===== config.mk =====
export PLATFORM = sky130hd
export DESIGN_NAME = mem_stage
export DESIGN_NICKNAME = d
export VERILOG_FILES = /design/src/rtl/mem_stage_pkg.sv /design/src/rtl/Register.sv /design/src/rtl/mem_stage.sv
export SDC_FILE = /design/constraint.sdc
export NUM_CORES = 1
export LEC_CHECK = 0
export BUFFER_PORTS_ARGS = -buffer_cell sky130_fd_sc_hd__buf_2
export CAP_MARGIN = 20
export CORE_MARGIN = 1.5
export CORE_UTILIZATION = 30
export DETAILED_ROUTE_END_ITERATION = 8
export PLACE_DENSITY_LB_ADDON = 0.1
export SLEW_MARGIN = 5
export SYNTH_ARGS = -nofsm -noshare
export SYNTH_HDL_FRONTEND = slang
export SYNTH_SLANG_ARGS = --single-unit

===== constraint.sdc =====
create_clock -name clk -period 4.2 [get_ports clk]
set_clock_uncertainty 0.1 [all_clocks]
set_input_delay 0.84 -clock clk [delete_from_list [all_inputs] [get_ports clk]]
set_output_delay 0.84 -clock clk [all_outputs]
set_load 0.05 [all_outputs]

===== src/rtl/mem_stage_pkg.sv =====
// Shared definitions for the memory-access pipeline stage: FSM encoding and
// the word-alignment mask applied to the access address.
package mem_stage_pkg;

    typedef enum logic [1:0] {
        IDLE = 2'd0,
        REQ  = 2'd1,
        DONE = 2'd2
    } state_t;

    localparam logic [1:0] ALIGN_MASK = 2'b11;

endpackage


===== src/rtl/Register.sv =====
// Generic write-enabled register with asynchronous active-high reset.
module Register #(
    parameter int                   BIT_WIDTH   = 32,
    parameter logic [BIT_WIDTH-1:0] RESET_VALUE = '0
) (
    input  logic                 clk,
    input  logic                 reset,
    input  logic                 wrt_en,
    input  logic [BIT_WIDTH-1:0] data_in,
    output logic [BIT_WIDTH-1:0] data_out
);

    always_ff @(posedge clk or posedge reset) begin
        if (reset)       data_out <= RESET_VALUE;
        else if (wrt_en) data_out <= data_in;
    end

endmodule


===== src/rtl/mem_stage.sv =====
// MEM pipeline stage: issues load/store over a req/ack handshake, stalls
// EX/MEM while the access is outstanding and owns the MEM/WB register.
module mem_stage
    import mem_stage_pkg::*;
#(
    parameter int DBITS               = 32,
    parameter int REG_INDEX_BIT_WIDTH = 4,
    parameter int TIMEOUT             = 64
) (
    input  logic                           clk,
    input  logic                           reset,
    input  logic [3:0]                     EX_op,
    input  logic [3:0]                     EX_func,
    input  logic [DBITS-1:0]               EX_regData2,
    input  logic [DBITS-1:0]               EX_intermediateResult,
    input  logic [REG_INDEX_BIT_WIDTH-1:0] EX_rs2,
    input  logic [REG_INDEX_BIT_WIDTH-1:0] EX_rd,
    input  logic                           EX_ME_mux_sel,
    input  logic                           EX_wrReg,
    input  logic                           EX_wrMem,
    output logic                           stall,
    output logic                           mem_req,
    output logic                           mem_we,
    output logic [DBITS-1:0]               mem_addr,
    output logic [DBITS-1:0]               mem_wdata,
    input  logic [DBITS-1:0]               mem_rdata,
    input  logic                           mem_ack,
    output logic [DBITS-1:0]               MEM_result,
    output logic [REG_INDEX_BIT_WIDTH-1:0] MEM_rd,
    output logic                           MEM_wrReg,
    output logic                           mem_err
);

    localparam int CNT_W = $clog2(TIMEOUT) + 1;

    state_t                         state, state_nxt;
    logic [CNT_W-1:0]               cnt, cnt_nxt;
    logic                           req_nxt, we_nxt, err_nxt, stall_c;
    logic [DBITS-1:0]               addr_nxt, wdata_nxt, result_nxt, sdata;
    logic [REG_INDEX_BIT_WIDTH-1:0] rd_nxt;
    logic                           wrreg_nxt;
    logic                           access, aligned;
    logic                           unused_ex;

    assign unused_ex = ^{EX_op, EX_func};
    assign access    = EX_wrMem | EX_ME_mux_sel;
    assign aligned   = (EX_intermediateResult[1:0] & ALIGN_MASK) == 2'b00;
    // Forward the value currently leaving MEM/WB if the store reads that register
    assign sdata     = (MEM_wrReg && MEM_rd == EX_rs2) ? MEM_result : EX_regData2;
    assign stall     = stall_c & ~reset;

    always_ff @(posedge clk or posedge reset) begin
        if (reset) begin
            state     <= IDLE;
            cnt       <= '0;
            mem_req   <= 1'b0;
            mem_we    <= 1'b0;
            mem_addr  <= '0;
            mem_wdata <= '0;
            mem_err   <= 1'b0;
        end else begin
            state     <= state_nxt;
            cnt       <= cnt_nxt;
            mem_req   <= req_nxt;
            mem_we    <= we_nxt;
            mem_addr  <= addr_nxt;
            mem_wdata <= wdata_nxt;
            mem_err   <= err_nxt;
        end
    end

    always_comb begin
        state_nxt  = state;
        cnt_nxt    = cnt;
        req_nxt    = mem_req;
        we_nxt     = mem_we;
        addr_nxt   = mem_addr;
        wdata_nxt  = mem_wdata;
        err_nxt    = mem_err;
        result_nxt = EX_intermediateResult;
        rd_nxt     = EX_rd;
        wrreg_nxt  = 1'b0;
        stall_c    = 1'b0;
        case (state)
            IDLE: begin
                if (!access) begin
                    wrreg_nxt = EX_wrReg;
                end else if (aligned) begin
                    stall_c   = 1'b1;
                    req_nxt   = 1'b1;
                    we_nxt    = EX_wrMem;
                    addr_nxt  = EX_intermediateResult;
                    wdata_nxt = sdata;
                    cnt_nxt   = '0;
                    state_nxt = REQ;
                end else begin
                    err_nxt = 1'b1;
                end
            end
            REQ: begin
                stall_c    = 1'b1;
                cnt_nxt    = cnt + 1'b1;
                result_nxt = MEM_result;
                if (mem_ack) begin
                    req_nxt    = 1'b0;
                    result_nxt = mem_we ? mem_addr : mem_rdata;
                    wrreg_nxt  = EX_wrReg;
                    state_nxt  = DONE;
                end else if (cnt == CNT_W'(TIMEOUT - 1)) begin
                    req_nxt    = 1'b0;
                    err_nxt    = 1'b1;
                    result_nxt = '0;
                    state_nxt  = DONE;
                end
            end
            DONE: begin
                // Held instruction already retired; insert a bubble behind it
                result_nxt = MEM_result;
                rd_nxt     = MEM_rd;
                state_nxt  = IDLE;
            end
            default: state_nxt = IDLE;
        endcase
    end

    Register #(.BIT_WIDTH(DBITS)) u_result_reg (
        .clk(clk), .reset(reset), .wrt_en(1'b1), .data_in(result_nxt), .data_out(MEM_result)
    );

    Register #(.BIT_WIDTH(REG_INDEX_BIT_WIDTH)) u_rd_reg (
        .clk(clk), .reset(reset), .wrt_en(1'b1), .data_in(rd_nxt), .data_out(MEM_rd)
    );

    Register #(.BIT_WIDTH(1)) u_wrreg_reg (
        .clk(clk), .reset(reset), .wrt_en(1'b1), .data_in(wrreg_nxt), .data_out(MEM_wrReg)
    );

endmodule


======== Word level (Yosys, flattened, before mapping) ========
Cells that the tools add are included.
word-level totals
  register bits after elaboration ......... 113
  bits in latches ......................... 0
  memory bits (writable) .................. 0
  memory bits (read-only) ................. 0
  word-level logic and storage cells ...... 64
  memories ................................ 0
operators by class
  $add $sub $neg .......................... 1
  multiply operators ...................... 0
  divide/modulo/power cells ............... 0
  $lt $le $gt $ge ......................... 0
  equality and inequality tests ........... 10
  shift operators ......................... 0
  mux-type cells .......................... 29
  bitwise gates (word level) .............. 4
  reduce and logical (&&, ||, !) cells .... 10
operator list
  cell                                            count
  2-to-1 mux 32 bit                               4
  case mux 32 bit (2 select lines)                1
  2-to-1 mux 7 bit                                2
  case mux 7 bit (2 select lines)                 1
  2-to-1 mux 1 bit                                12
  inequality test 2 bit (second input constant)   5
  AND reduction 3 bit                             3
  2-to-1 mux 2 bit                                4
  case mux 1 bit (2 select lines)                 4
  adder 7 x 1 -> 7 bit (second input constant)    1
  == test 7 x 6 -> 1 bit (second input constant)  1
  AND reduction 5 bit                             1
  == test 4 bit                                   1
  zero test 2 bit                                 2
  case mux 2 bit (2 select lines)                 1
  AND reduction 4 bit                             1
  inequality test 3 bit (second input constant)   1
  == test 2 x 1 -> 1 bit (second input constant)  1
  == test 2 bit (second input constant)           1
  inverter 1 bit                                  2
  AND reduction 2 bit                             1
  nonzero test 2 bit                              1
  AND 1 bit                                       1
  logical AND 1 bit                               1
  OR 1 bit                                        1

======== Longest topological paths before layout ========
Gate-level depths: netlist of run 1.
  depth after elaboration ................. 5
  depth in mapped cells ................... 7
  depth with buffers taken out ............ 5

======== Hierarchy ========
Synthesis of run 1 repeated with hierarchy kept, for this count alone.
second synthesis, totals
  cells, all modules ...................... 674
  area total of the unflattened synthesis .. 6322.3 um^2
by module, submodules not included
  module                   instances  cells each  area an instance (um^2)  seq. area each (um^2)
  mem_stage                1          593         4780.8                   1901.8
  Register (u_result_reg)  1          69          1348.8                   800.8
  Register (u_rd_reg)      1          9           148.9                    100.1
  Register (u_wrreg_reg)   1          3           43.8                     25.0

======== Least setup slack after synthesis of run 1 ========
OpenSTA, ideal clock, no wires.
  kind .................................... input-to-output
  from .................................... in EX_intermediateResult[1]
  to ...................................... out stall
  data arrival time ....................... 2.663 ns
  slack ................................... 0.597 ns
  stages on the path ...................... 6
  path buffers ............................ 2
  cells stage by stage .................... nor4_4 -> and2_1 -> buf_4 -> buf_6 -> nor2_1 -> nor3_1
between the ends
  cells in the longest elaborated chain, start to end .. 5
RTL lines
  element                          line             source
  from (decl)                      mem_stage.sv:15  input logic [DBITS-1:0] EX_intermediateResult,
  zero test 2 bit                  mem_stage.sv:47  assign aligned = (EX_intermediateResult[1:0] & ALIGN_MASK) == 2'b00;
  2-to-1 mux 1 bit                 mem_stage.sv:88  end else if (aligned) begin
  2-to-1 mux 1 bit                 mem_stage.sv:86  if (!access) begin
  case mux 1 bit (2 select lines)  mem_stage.sv:84  case (state)
  AND 1 bit                        mem_stage.sv:50  assign stall = stall_c & ~reset;
  to (decl)                        mem_stage.sv:21  output logic stall,
Every way passes these cells.

======== Final worst setup path of run 1 ========
Same ends and word-level chain as after synthesis.

==> metrics.cfg, run 1 <==
[status]
status=finished, violations left
violations=DRC

[place]
gp_congestion=0.820
port_buffers=214
placed_area_sq_mm=0.00677
place_ws_ps=1270
hpwl_um=11900

[clock_tree]
hold_buffers=0
cts_htree_levels=4
clock_path_buffers=2
clk_latency_ps=410
clk_pin_slew_ps=60
clockRootBuffer=clkbuf_16
cts.repair.resized=0
cts_tree=yes
post_cts_buffers=0
cts_buffers=17
clock_sinks=113

[finish]
multi_input_area_sq_mm=0.00248
layout.nets=896
post-route-cell-area_sq_mm=0.00745
num_antenna_cells=0
area.sequential_sq_mm=0.00283
fin_util_pct=41.2
syn2layout_area_growth_pct=33.9
fillCellCount=1788
drive_gt1_share_pct=37.8

[global_routing]
grt_max_degree=97
grt_usage_pct=18.8
grt_first_pass_wirelength_um=28500
grt_pass1_vias=5159
antenna_found_initial=0
grt_overflow_total=0

[setup_path]
crit_required_ps=3260
arrival_ps=2010
cp-end-kind=output port
cp_common_cell=buf_2
critPathMaxFanout=5
critPathTopFamily=simple AND/OR/NAND/NOR gates
critical_path.max_stage_delay_ps=360
worstPathCellList=buf_2 -> nor4_4 -> and2_4 -> nor2_1 -> nor3_1 -> buf_2
crit_path_start_kind=input port
crit_buf_inv=2
cp_slowest_cell=nor4_4
crit_type=input port to output port

[die]
core_sq_mm=0.0181
die_w_um=139
die_h_um=139
ios=223
initial_utilization_pct=30.8
placement_rows=49
die_area_sq_mm=0.0194

[run]
cap_violations=0

[timing]
slew_violations=0
hold_ws_ps=381
final.min_clock_period_ps=2950
fin_setup_tns_ps=0
finalCritPeriodShare_pct=70.2
max_freq_mhz=339
layout_setup_ws_ps=1250
rsz0062_at_grt=no
hold_viol=0
worstMarginPinSlew_ps=1010
slew_headroom_pct=32.4
setup_violations=0

[synthesis]
ys_seq_elements=113
synth_nets=695
synth_edf_count=0
synth-seq-area-share_pct=50.8
synth_area_leaders=dfrtp_1 (51%), nand2_1 (9.0%), mux2i_1 (6.5%)
synth_top_area_share_pct=50.8
yosys_most_used_dff=dfrtp_1
async_flop_share_pct=100
syn_area_sq_mm=0.00556
yosys-top-cells-count=nand2_1 (134), dfrtp_1 (113), o21ai_0 (69), nor2_1 (38), mux2i_1 (36)
yosysTopAreaCell=dfrtp_1
synth.avg_cell_area_sq_um=9.66
syn-instance-count=576
yosysWarnings=0
synth.most_common_cell=nand2_1
ys_types=39

[power_and_ir_drop]
vdd_drop_max_v=0.000285
p_leak_uw=0.00366
cellPowerDensity_mw_per_mm2=730

[drt]
drt_wl_total_um=17800
remaining_drc_errors=15
vias=5021
drt_iter0_markers=324
ant_nets=0
route.detailed.wl_per_inst_um=17.5
drt-pass1-iter-count=6
avgViaCountPerCell=4.93

[min_path]
hp-class=register to register

==> worst reg2reg max path, delay by kind of cell (launching register included) <==
| kind | cells | cell delay (ps) |
|---|---|---|
| flip-flops | 1 | 570 |
| buffers and inverters | 1 | 430 |
| AND/OR/NAND/NOR | 1 | 360 |
| multiplexers | 1 | 400 |
| AO/OA/AOI/OAI | 2 | 610 |
==> state kept, by name, indices dropped and copies added, names as in the netlist <==
| signal | flops |
|---|---|
| mem_addr | 32 |
| mem_req | 1 |
| mem_err | 1 |
| u_result_reg.data_out | 32 |
| cnt | 7 |
| u_wrreg_reg.data_out | 1 |
| u_rd_reg.data_out | 4 |
| mem_wdata | 32 |
| mem_we | 1 |
| state | 2 |
==> layout by cell type (no fill, tap or decap), types with 2 or more instances in the layout <==
master     instances
mux2i_1           36
mux2_4            11
a31oi_1           32
clkbuf_8           5
buf_2            214
nand4_1            2
mux2_1             2
nor4_1             3
clkinv_2           3
a21oi_1            3
nor2_1            38
and2_1             2
inv_1              2
o21ai_0           69
clkbuf_16         17
bufinv_16          4
buf_4              9
dfrtp_1          112
nand2b_1          11
nand2_1          134
nand3_1           33
mux2_2            22
==> path summary, 6_finish.rpt <==
check / from / end / slack [ps] / cells past startpoint
min in group asynchronous: reset / mem_addr[1]$_DFFE_PP0P_ / 520 / 2
min reg2reg: mem_err$_DFFE_PP0P_ / mem_err$_DFFE_PP0P_ / 380 / 1
max in group asynchronous: reset / mem_addr[12]$_DFFE_PP0P_ / 2670 / 3
max: EX_intermediateResult[1] / stall / 1250 / 6
min: mem_err$_DFFE_PP0P_ / mem_err$_DFFE_PP0P_ / 380 / 1
max reg2reg: state[1]$_DFFE_PP0P_ / u_result_reg.data_out[19]$_DFFE_PP0P_ / 1610 / 5
==> cell families (layout without fill, tap and decap cells) <==
logic type | count (synthesis) | count (layout) | share of synthesized area [%]
mux | 71 | 71 | 14.3
xor+xnor | 1 | 1 | 0.158
simple gates | 232 | 232 | 18.0
flops | 113 | 113 | 50.8
compound gates | 112 | 112 | 11.7
buf+inv | 46 | 260 | 4.70
fa+ha+maj | 1 | 1 | 0.225
==> layout make-up <==
cell class | instances | share of cell area, %
multi-input cells | 417 | 33.3
inverters | 3 | 0.185
clock buffers | 23 | 6.69
well taps | 229 | 3.85
clock inverters | 9 | 2.03
flip-flops and latches | 113 | 38.0
repair buffers | 225 | 15.9
==> power breakdown <==
group	internal, uW	total (uW)	leakage, uW	switching (uW)
registers	1400	1660	0.00135	259
clock network	1070	1580	0.000319	511
logic	582	2200	0.00199	1610
total	3050	5430	0.00366	2380
==> routing by layer <==
metal	track usage [%]	part of all wire, %	routed length [um]
met2	29.9	47	8410
met1	24.6	45	8030
met4	7.39	2.0	354
met5	0	0	0
met3	4.59	5.7	1010
==> stage by stage <==
step / total power [uW] / cells
floorplan: 3300 / 576
global placement: 3850 / 986
detailed placement: 3880 / 986
CTS: 5480 / 1018
global route: 5700 / 1019
finish: 5430 / 1019
Power figures use the tool's default switching activity.
==> inputs of run 2 (changes only) <==
clock period = 2.85 ns   (was 4.2 ns; I/O delays follow)
==> run 2 against run 1 <==
Compared with the run above:
- the run still ends with DRC left
- routed wire length decreased by 1.6%
- highest routed layer unchanged
- via count shrank 1.2%
- sequential cell count unchanged
- critical path type is now register to output port
- first-iteration DRC count decreased by 25%
- cell area is essentially flat
- register-to-register slack got worse by 900 ps
- cell count increased by 0.49%
- die area stayed put
- total power increased by 45%
- sequential power rose by 48%
- non-clock buffer count increased by 4
==> metrics.cfg, run 2 (same netlist as run 1, synthesis figures left out) <==
[status]
status=finished, violations left  ; unchanged
violations=DRC  ; unchanged

[power_and_ir_drop]
cellPowerDensity_mw_per_mm2=1060  ; was 730 mW/mm^2
p_leak_uw=0.00364  ; was 0.00366 uW
seqPwrFrac_pct=31.1  ; was 30.5%
switchingPower_uw=3500  ; was 2380 uW
cell_internal_pwr_uw=4380  ; was 3050 uW
clockPowerShare_pct=28.0  ; was 29.1%
vdd_drop_max_v=0.000421  ; was 0.000285 V
combPwrFrac_pct=41.0  ; was 40.4%
swShare_pct=44.4  ; was 43.9%

[run]
cap_violations=0  ; unchanged

[setup_path]
timing.rr.end=u_result_reg.data_out[16]$_DFFE_PP0P_  ; was u_result_reg.data_out[19]$_DFFE_PP0P_
crit_type=register to output port  ; was input port to output port
reg2reg_slack_ps=710  ; was 1610 ps
reg2reg_from=state[1]$_DFFE_PP0P_  ; unchanged
crit_required_ps=2180  ; was 3260 ps
cp-end-kind=output port  ; unchanged
ff2ff_path_depth=5  ; unchanged
arrival_ps=1980  ; was 2010 ps
crit_path_start_kind=register  ; was input port
critPathMaxFanout=8  ; was 5

[place]
place_ws_ps=456  ; was 1270 ps
placed_area_sq_mm=0.00683  ; was 0.00677 sq mm
hpwl_um=11800  ; was 11,900 um
gp_congestion=0.781  ; was 0.820
port_buffers=214  ; unchanged

[timing]
max_freq_mhz=377
slew_headroom_pct=56.1  ; was 32.4%
layout_setup_ws_ps=197  ; was 1250 ps
rsz0062_at_grt=no  ; unchanged
final.min_clock_period_ps=2650
finalCritPeriodShare_pct=93.1
fin_setup_tns_ps=0  ; unchanged
slew_violations=0  ; unchanged
worstMarginPinSlew_ps=659  ; was 1010 ps
hold_viol=0  ; unchanged
setup_violations=0  ; unchanged

[clock_tree]
clockRootBuffer=clkbuf_16  ; unchanged
clk_pin_slew_ps=60  ; about the same
post_cts_buffers=0  ; unchanged
cts_buffers=17  ; unchanged
clk_latency_ps=410  ; about the same
cts_htree_levels=4  ; unchanged
clock_sinks=113  ; unchanged
cts.repair.resized=0  ; unchanged
hold_buffers=0  ; unchanged
cts_tree=yes  ; unchanged
clock_path_buffers=2  ; unchanged

[finish]
final_common_cell=buf_2  ; unchanged
reg_top3=mem_addr (32), mem_wdata (32), u_result_reg.data_out (32)  ; unchanged
multi_input_area_sq_mm=0.00249  ; was 0.00248 sq mm
layout.nets=900  ; was 896
area.sequential_sq_mm=0.00283  ; unchanged
drive_gt1_share_pct=38.3  ; was 37.8%
most-common-layout-cells=buf_2 (214), nand2_1 (134), dfrtp_1 (112)  ; unchanged
syn2layout_area_growth_pct=33.8  ; was 33.9%
fillCellCount=1838  ; was 1,788
post-route-cell-area_sq_mm=0.00744  ; was 0.00745 sq mm

[die]
placement_rows=49  ; unchanged
core_sq_mm=0.0181  ; unchanged
die_h_um=139  ; unchanged
initial_utilization_pct=30.8  ; unchanged
die_area_sq_mm=0.0194  ; unchanged
ios=223  ; unchanged
die_w_um=139  ; unchanged

[drt]
drt-pass1-iter-count=7  ; was 6
drt_wl_total_um=17500  ; was 17,800 um
drt_iter0_markers=244  ; was 324
route.detailed.wl_per_inst_um=17.1  ; was 17.5 um
ant_nets=0  ; unchanged
remaining_drc_errors=15  ; unchanged
vias=4962  ; was 5,021
avgViaCountPerCell=4.85  ; was 4.93

[global_routing]
grt_pass1_vias=5161  ; was 5,159
grt_overflow_total=0  ; unchanged
grt_max_degree=114  ; was 97
antenna_found_initial=2  ; was 0
grt_first_pass_wirelength_um=28100  ; was 28,500 um
grt_usage_pct=18.6  ; was 18.8%

[min_path]
hp-class=input port to asynchronous set/reset pin  ; was register to register

run 2: cell count changes in the layout (fill, tap and decap cells not counted), sizes merged:
cell	change
clkbuf	-2
inv	-1
diode	+2
bufinv	-1
buf	+4
clkinvlp	+3
run 2: worst max-delay path by stage:
| stage | start | endpoint | cells after the start |
|---|---|---|---|
| detailed placement | EX_intermediateResult[1] | stall | 6 |
| global route | state[1]$_DFFE_PP0P_ | stall | 5 |
| global placement | EX_intermediateResult[1] | stall | 6 |
| floorplan | EX_intermediateResult[1] | stall | 6 |
| finish | state[0]$_DFFE_PP0P_ | stall | 5 |
| CTS | state[1]$_DFFE_PP0P_ | stall | 5 |
run 2: metrics by stage:
stage / hold slack [ps] / power, uW / instances / utilization [%]
after global routing: 253 / 8290 / 1024 / 41.2
after detailed placement: 373 / 5740 / 991 / 37.7
final: 244 / 7880 / 1024 / 41.2
after CTS: 247 / 7970 / 1022 / 41.1
after global placement: 365 / 5690 / 991 / 37.7
after floorplan: 383 / 4860 / 576 / -
run 2: routing by layer:
metal,share of wire [%],up-vias,track usage (%),wire length [um]
met5,0,-,0,0
met1,44,2387,23.6,7770
met3,5.7,16,5.18,1000
met4,1.4,0,6.10,253
li1,-,2405,-,-
met2,49,154,30.7,8500
run 2: power groups by stage:
stage	Clock [uW]	Combinational [uW]	Sequential (uW)
finish	2210	3230	2450
global route	2340	3430	2520
CTS	2250	3260	2450
detailed placement	0	3260	2470
global placement	0	3240	2450
floorplan	0	979	3880
run 2: cell type report:
class | count | share of cell area, %
Clock buffer | 21 | 6.45
Inverter | 3 | 0.202
Antenna cell | 2 | 0.0672
Clock inverter | 10 | 1.78
Multi-Input combinational cell | 417 | 33.4
Tap cell | 229 | 3.85
Sequential cell | 113 | 38.0
Timing Repair Buffer | 229 | 16.2
run 2: critical path: stages, from the launching register on:
cell     delay (ps)
dfrtp_1         480
nor4_4          420
and2_4          230
nor2_1           50
nor3_2          110
buf_2           280
